## src/rtl/mest_pro_exec_pkg.sv

```systemverilog
// Shared types for the MESTPro execute stage.
// Opcodes, FSM states and the result flag bundle.
package mest_pro_exec_pkg;

    typedef enum logic [3:0] {
        OP_ADD  = 4'd0,
        OP_SUB  = 4'd1,
        OP_MUL  = 4'd2,
        OP_AND  = 4'd3,
        OP_OR   = 4'd4,
        OP_SHR  = 4'd5,
        OP_SHL  = 4'd6,
        OP_NOT  = 4'd7,
        OP_JMP  = 4'd8,
        OP_RET  = 4'd9,
        OP_LD   = 4'd10,
        OP_ST   = 4'd11,
        OP_MVA  = 4'd12,
        OP_HALT = 4'd15
    } op_e;

    typedef enum logic [1:0] {
        S_IDLE,
        S_MUL,
        S_MEM,
        S_HALTED
    } state_e;

    typedef struct packed {
        logic carry;
        logic zero;
    } flag_t;

endpackage

```

## src/rtl/mest_pro_exec_unit_mul_seq.sv

```systemverilog
// Iterative shift-add multiplier, one partial product per cycle.
// done is raised combinationally in the last iteration with the final product.
module mest_pro_mul_seq #(
    parameter int DATA_W = 8
) (
    input  logic                  clk,
    input  logic                  i_reset_n,
    input  logic                  start,
    input  logic [DATA_W-1:0]     op_a,
    input  logic [DATA_W-1:0]     op_b,
    output logic                  busy,
    output logic                  done,
    output logic [2*DATA_W-1:0]   product
);

    localparam int CW = $clog2(DATA_W);

    logic [2*DATA_W-1:0] acc_q;
    logic [2*DATA_W-1:0] mcand_q;
    logic [2*DATA_W-1:0] acc_d;
    logic [DATA_W-1:0]   mplier_q;
    logic [CW-1:0]       cnt_q;

    assign acc_d   = mplier_q[0] ? acc_q + mcand_q : acc_q;
    assign done    = busy && (cnt_q == CW'(DATA_W - 1));
    assign product = acc_d;

    // Load operands on start, then add/shift once per cycle until done.
    always_ff @(posedge clk or negedge i_reset_n) begin
        if (!i_reset_n) begin
            acc_q    <= '0;
            mcand_q  <= '0;
            mplier_q <= '0;
            cnt_q    <= '0;
            busy     <= 1'b0;
        end else if (start) begin
            acc_q    <= '0;
            mcand_q  <= {{DATA_W{1'b0}}, op_a};
            mplier_q <= op_b;
            cnt_q    <= '0;
            busy     <= 1'b1;
        end else if (busy) begin
            acc_q    <= acc_d;
            mcand_q  <= mcand_q << 1;
            mplier_q <= mplier_q >> 1;
            cnt_q    <= cnt_q + CW'(1);
            if (done) busy <= 1'b0;
        end
    end

endmodule

```

## src/rtl/mest_pro_exec_unit.sv

```systemverilog
// MESTPro multi-cycle execute stage: ALU, multiply, load/store.
// MEST_EXEC_FAST_MUL_EN selects a single-cycle multiplier instead of the sequencer.
module mest_pro_exec_unit
    import mest_pro_exec_pkg::*;
#(
    parameter int DATA_W   = 8,
    parameter int ADDR_W   = 16,
    parameter int OPCODE_W = 4
) (
    input  logic                clk,
    input  logic                i_reset_n,
    input  logic                i_valid,
    output logic                o_ready,
    input  logic [OPCODE_W-1:0] i_op_code,
    input  logic [DATA_W-1:0]   i_operand1,
    input  logic [DATA_W-1:0]   i_operand2,
    output logic                o_valid,
    output logic [DATA_W-1:0]   o_result,
    output logic                o_carry,
    output logic                o_zero,
    output logic                o_jump,
    output logic                o_return_pc,
    output logic                o_end_of_code,
    output logic                o_mm_req,
    output logic                o_mm_we,
    output logic [ADDR_W-1:0]   o_mm_addr,
    output logic [DATA_W-1:0]   o_mm_wdata,
    input  logic                i_mm_ack,
    input  logic [DATA_W-1:0]   i_mm_rdata
);

    state_e              state_q;
    state_e              state_d;
    op_e                 op;
    logic                accept;
    logic                is_mem;
    logic                slow_mul;
    logic [DATA_W-1:0]   rega_q;
    logic [DATA_W:0]     wide;
    logic [DATA_W-1:0]   alu_res;
    flag_t               alu_flg;
    flag_t               flg_q;
    logic [2*DATA_W-1:0] fast_prod;
    logic [2*DATA_W-1:0] seq_prod;
    logic                mul_busy;
    logic                mul_done;

    assign op       = op_e'(i_op_code[3:0]);
    assign o_ready  = (state_q == S_IDLE);
    assign accept   = i_valid && o_ready;
    assign is_mem   = (op == OP_LD) || (op == OP_ST);
    assign o_carry  = flg_q.carry;
    assign o_zero   = flg_q.zero;

`ifdef MEST_EXEC_FAST_MUL_EN
    assign slow_mul  = 1'b0;
    assign fast_prod = {{DATA_W{1'b0}}, i_operand1}
                     * {{DATA_W{1'b0}}, i_operand2};
    assign seq_prod  = '0;
    assign mul_busy  = 1'b0;
    assign mul_done  = 1'b0;
`else
    logic mul_start;

    assign slow_mul  = (op == OP_MUL);
    assign fast_prod = '0;
    assign mul_start = accept && slow_mul;

    mest_pro_mul_seq #(
        .DATA_W (DATA_W)
    ) u_mul (
        .clk       (clk),
        .i_reset_n (i_reset_n),
        .start     (mul_start),
        .op_a      (i_operand1),
        .op_b      (i_operand2),
        .busy      (mul_busy),
        .done      (mul_done),
        .product   (seq_prod)
    );
`endif

    // Single-cycle datapath; arithmetic carried at DATA_W+1 bits.
    always_comb begin
        wide    = '0;
        alu_res = '0;
        alu_flg = '0;
        case (op)
            OP_ADD: begin
                wide          = {1'b0, i_operand1} + {1'b0, i_operand2};
                alu_res       = wide[DATA_W-1:0];
                alu_flg.carry = wide[DATA_W];
            end
            OP_SUB: begin
                wide          = {1'b0, i_operand1} - {1'b0, i_operand2};
                alu_res       = wide[DATA_W-1:0];
                alu_flg.carry = wide[DATA_W];
            end
            OP_MUL: begin
                alu_res       = fast_prod[DATA_W-1:0];
                alu_flg.carry = |fast_prod[2*DATA_W-1:DATA_W];
            end
            OP_AND: alu_res = i_operand1 & i_operand2;
            OP_OR:  alu_res = i_operand1 | i_operand2;
            OP_NOT: alu_res = ~i_operand1;
            OP_SHR: begin
                alu_res       = i_operand1 >> 1;
                alu_flg.carry = i_operand1[0];
            end
            OP_SHL: begin
                alu_res       = i_operand1 << 1;
                alu_flg.carry = i_operand1[DATA_W-1];
            end
            OP_MVA: alu_res = i_operand1;
            default: ;
        endcase
        alu_flg.zero = (alu_res == '0);
    end

    // FSM state register.
    always_ff @(posedge clk or negedge i_reset_n) begin
        if (!i_reset_n) state_q <= S_IDLE;
        else            state_q <= state_d;
    end

    // Next-state: long ops leave IDLE, HALTED is terminal.
    always_comb begin
        state_d = state_q;
        case (state_q)
            S_IDLE: begin
                if (accept) begin
                    if (slow_mul)            state_d = S_MUL;
                    else if (is_mem)         state_d = S_MEM;
                    else if (op == OP_HALT)  state_d = S_HALTED;
                end
            end
            S_MUL:   if (mul_done || !mul_busy) state_d = S_IDLE;
            S_MEM:   if (i_mm_ack) state_d = S_IDLE;
            default: ;
        endcase
    end

    // Registered results, flags, control pulses and memory request.
    always_ff @(posedge clk or negedge i_reset_n) begin
        if (!i_reset_n) begin
            o_valid       <= 1'b0;
            o_result      <= '0;
            flg_q         <= '0;
            o_jump        <= 1'b0;
            o_return_pc   <= 1'b0;
            o_end_of_code <= 1'b0;
            o_mm_req      <= 1'b0;
            o_mm_we       <= 1'b0;
            o_mm_addr     <= '0;
            o_mm_wdata    <= '0;
            rega_q        <= '0;
        end else begin
            o_valid     <= 1'b0;
            o_jump      <= 1'b0;
            o_return_pc <= 1'b0;
            case (state_q)
                S_IDLE: begin
                    if (accept && is_mem) begin
                        o_mm_req   <= 1'b1;
                        o_mm_we    <= (op == OP_ST);
                        o_mm_addr  <= {i_operand1, i_operand2};
                        o_mm_wdata <= rega_q;
                    end else if (accept && !slow_mul) begin
                        o_valid     <= 1'b1;
                        o_result    <= alu_res;
                        flg_q       <= alu_flg;
                        o_jump      <= (op == OP_JMP);
                        o_return_pc <= (op == OP_RET);
                        if (op == OP_MVA)  rega_q        <= i_operand1;
                        if (op == OP_HALT) o_end_of_code <= 1'b1;
                    end
                end
                S_MUL: begin
                    if (mul_done) begin
                        o_valid     <= 1'b1;
                        o_result    <= seq_prod[DATA_W-1:0];
                        flg_q.carry <= |seq_prod[2*DATA_W-1:DATA_W];
                        flg_q.zero  <= (seq_prod[DATA_W-1:0] == '0);
                    end
                end
                S_MEM: begin
                    if (i_mm_ack) begin
                        o_mm_req    <= 1'b0;
                        o_mm_we     <= 1'b0;
                        o_valid     <= 1'b1;
                        flg_q.carry <= 1'b0;
                        if (o_mm_we) begin
                            o_result   <= '0;
                            flg_q.zero <= 1'b1;
                        end else begin
                            o_result   <= i_mm_rdata;
                            flg_q.zero <= (i_mm_rdata == '0);
                        end
                    end
                end
                default: ;
            endcase
        end
    end

endmodule

```

## config.mk

```make
export PLATFORM = sky130hd
export DESIGN_NAME = mest_pro_exec_unit
export DESIGN_NICKNAME = d
export VERILOG_FILES = /design/src/rtl/mest_pro_exec_pkg.sv /design/src/rtl/mest_pro_exec_unit_mul_seq.sv /design/src/rtl/mest_pro_exec_unit.sv
export SDC_FILE = /design/constraint.sdc
export NUM_CORES = 1
export LEC_CHECK = 0
export CAP_MARGIN = 20
export CORE_UTILIZATION = 59
export CTS_BUF_LIST = sky130_fd_sc_hd__clkbuf_2
export DETAILED_ROUTE_END_ITERATION = 16
export PLACE_DENSITY = 0.84
export SETUP_SLACK_MARGIN = 0.2
export SYNTH_ARGS = -nofsm -noshare
export SYNTH_HDL_FRONTEND = slang
export SYNTH_SLANG_ARGS = --single-unit
```

## constraint.sdc

```tcl
create_clock -name clk -period 3.35 [get_ports clk]
set_clock_uncertainty 0.05 [all_clocks]
set_input_delay 0.67 -clock clk [delete_from_list [all_inputs] [get_ports clk]]
set_output_delay 0.67 -clock clk [all_outputs]
set_load 0.05 [all_outputs]
```

==> impl_metrics.env <==
export IMPL_routed_wl_um=18700
export IMPL_endpoint_kind="flip-flop"
export IMPL_core_area_um2=10370
export IMPL_p_per_area_nw_per_um2=971.1
export IMPL_yosysWarnings=0
export IMPL_finalWorstPathRequiredPeriod_ns=3.085
export IMPL_cts_sinks=94
export IMPL_dpl_hpwl_um=14300
export IMPL_min_period_over_period_pct=92.10
export IMPL_synthArstFlopShare_pct=100.0
export IMPL_status="finished clean"
export IMPL_final_antenna_net_count=0
export IMPL_synth_edf_count=0
export IMPL_path_class="reg -> reg"
export IMPL_reg2reg_to="o_zero"
export IMPL_drt_pass1_iter_count=5
export IMPL_wl_met1_um=7830
export IMPL_final_layout_size_suffix_gt1_share_pct=13.59
export IMPL_die_area_um2=11150
export IMPL_die_h_um=105.6
export IMPL_viasPerCell=6.230
export IMPL_cp_required_ns=3.86
export IMPL_yosysSeqAreaShare_pct=37.14
export IMPL_netlist_top_cells_count="nand2_1, dfrtp_1, o21ai_0"
export IMPL_drv_slew=0
export IMPL_antenna_found_initial=0
export IMPL_grt_pass1_wl_um=30100
export IMPL_critical_path_arrival_ns=3.59
export IMPL_timing_rr_start="u_mul.mcand_q[0]"
export IMPL_worstPathMaxFanout=3
export IMPL_ys_flop_type="dfrtp_1"
export IMPL_max_cap_violations=0
export IMPL_nNetsFinal=878
export IMPL_peakVddDrop_mv=0.7113
export IMPL_synth_xor_area_share_pct=1.798
export IMPL_grt_use_total_pct=35.15
export IMPL_final_cells=938
export IMPL_ys_seq_elements=94
export IMPL_grt_overflow=0
export IMPL_fin_setup_tns_ns=0
export IMPL_slew_headroom_pct=58.85
export IMPL_syn_to_final_growth_pct=20.19
export IMPL_critPathLaunch="u_mul.mcand_q[0]"
export IMPL_path_clk_slew_ns=0.27
export IMPL_fin_util_pct=73.41
export IMPL_cts_root_buf="clkbuf_2"
export IMPL_clk_latency_ns=0.64
export IMPL_cts_made_buffers=9
export IMPL_synth_area_mux_share_pct=9.008
export IMPL_tightestPinTransition_ns=0.6139
export IMPL_avgRoutedWirePerCell_um=19.94
export IMPL_grt_pass1_vias=5808
export IMPL_synth_cell_types=74
export IMPL_synth_compound_area_share_pct=20.37
export IMPL_power_w=0.007392
export IMPL_start_util_pct=61.08
export IMPL_grt_max_degree=51
export IMPL_yosysTopAreaCell="dfrtp_1"
export IMPL_top_layer_used="met4"
export IMPL_leakagePower_nw=3.377
export IMPL_max_freq_mhz=324.1
export IMPL_synth_area_top_cells="dfrtp_1, ha_1, mux2i_1"
export IMPL_cts_tree="built"
export IMPL_synthAdderAreaFrac_pct=10.04
export IMPL_rows=37
export IMPL_hold_viol=0
export IMPL_avgSynthCellArea_um2=9.113
export IMPL_antenna_cells=0
export IMPL_ios=73
export IMPL_dieWidth_um=105.6
export IMPL_finalSetupViolCount=0
export IMPL_wl_met3_um=1068
export IMPL_syn_inst=695
export IMPL_syn_area_um2=6334
export IMPL_dp_cells=919
export IMPL_hold_class="in -> async"
export IMPL_syn_num_nets=776
export IMPL_synthSimpleGateAreaFrac_pct=16.44
export IMPL_place_gp_congestion=0.9090
export IMPL_start_kind="flip-flop"
export IMPL_rsz0062_at_grt="yes"
export IMPL_cts_buffer_depth=2
export IMPL_met2_length_um=9078
export IMPL_route_detailed_drc=0
export IMPL_synth_most_common_cell="nand2_1"
export IMPL_drtIter0Drc=482
export IMPL_h_tree_depth=3
export IMPL_via_count=5844
export IMPL_synth_top_family_by_area="compound AO/OA/AOI/OAI gates"
export IMPL_synth_top_area_share_pct=37.14
export IMPL_port_buffers=72
export IMPL_r2r_slack_ns=0.26
export IMPL_reg2regPathDepth=10
## power breakdown
| group | internal (W) | switching [W] | total (W) |
|---|---|---|---|
| Combinational | 0.00188 | 0.00290 | 0.00478 |
| Sequential | 0.00166 | 0.000443 | 0.00210 |
| Clock | 0.000100 | 0.000406 | 0.000506 |
## worst max-delay path: stages (launching register included)
cell	delay [ns]
dfrtp_1	0.46
ha_1	0.27
fa_1	0.49
a211o_1	0.31
o211ai_1	0.20
nand2b_1	0.10
a21oi_1	0.22
xnor2_1	0.09
mux2i_1	0.38
a41oi_2	0.19
o32ai_2	0.27
## layout make-up
type	instances	area (um2)
clock buffer	10	50.05
tap	136	170.2
sequential	94	2354
inverter	35	131.4
fill	765	2758
clock inverter	6	38.79
multi-input combinational	525	3660
timing repair buffer	132	1209
## stage by stage
stage | worst slack (ns) | hold WS, ns | cell area (um2)
2_1_floorplan | 0.6088 | 0.3244 | 6334
3_3_place_gp | -0.1488 | 0.4005 | 7490
3_5_place_dp | -0.2860 | 0.4059 | 7490
4_1_cts | 0.2472 | 0.4592 | 7594
5_1_grt | 0.2003 | 0.4899 | 7612
6_report | 0.2646 | 0.4555 | 7612
## layout by cell type, fill, tap and decap left out, types with 4 or more instances in the layout
master	synthesis	final
nor3_1	9	9
o22ai_1	9	9
buf_4	0	57
clkbuf_2	0	10
o21ai_0	51	51
o221ai_1	7	7
nand2_1	100	100
inv_1	34	34
a221oi_1	5	5
nor2b_1	4	4
a22oi_1	4	4
mux2i_1	39	39
a31oi_1	5	5
nand2b_1	10	10
o31ai_1	4	4
ha_1	46	46
o22a_1	4	4
a211oi_1	12	11
a21o_1	9	9
nor4_1	6	6
o21bai_1	8	8
nor3b_1	4	4
mux2_2	10	10
a21oi_1	34	33
xor2_1	4	4
xnor2_1	9	9
dfrtp_1	94	93
o211ai_1	5	5
clkdlybuf4s50_1	0	71
a221o_1	4	4
nand3_1	12	12
and2_1	4	4
nor2_1	46	46
## worst max-delay path by stage
| stage | to | slack [ns] | depth (start not counted) |
|---|---|---|---|
| floorplan | o_result[6] | 0.61 | 10 |
| global placement | o_result[6] | -0.15 | 12 |
| detailed placement | o_result[6] | -0.29 | 12 |
| CTS | o_carry | 0.25 | 10 |
| global route | o_zero | 0.20 | 10 |
| finish | o_zero | 0.26 | 10 |
## layer usage
layer  vias up  GRT usage, %
li1       2710             -
met2       253         60.06
met1      2820         43.73
met3        61         5.628
met4         0         16.17
met5         -             0
## sequential cells by signal, indices dropped and copies added (netlist names), 2 cells and up
register	cells
u_mul.mcand_q	16
o_mm_addr	16
u_mul.mplier_q	8
u_mul.cnt_q	3
rega_q	8
o_mm_wdata	8
o_result	8
u_mul.acc_q	16
state_q	2
## logic make-up (layout without fill, tap and decap cells)
group | Yosys count | count (layout)
fa+ha+maj | 49 | 49
buf+inv | 76 | 183
simple gates | 222 | 222
xor+xnor | 13 | 13
compound gates | 189 | 189
flops | 94 | 94
mux | 52 | 52
## timing repair
item	in CTS	in global routing
pin swaps	0	1
hold buffers	1	0
setup buffers	0	2
endpoints found under the hold margin	44	0
gates resized for setup	1	1
endpoints found under the setup margin	2	3
cloned	0	0
Power figures use the tool's default switching activity.
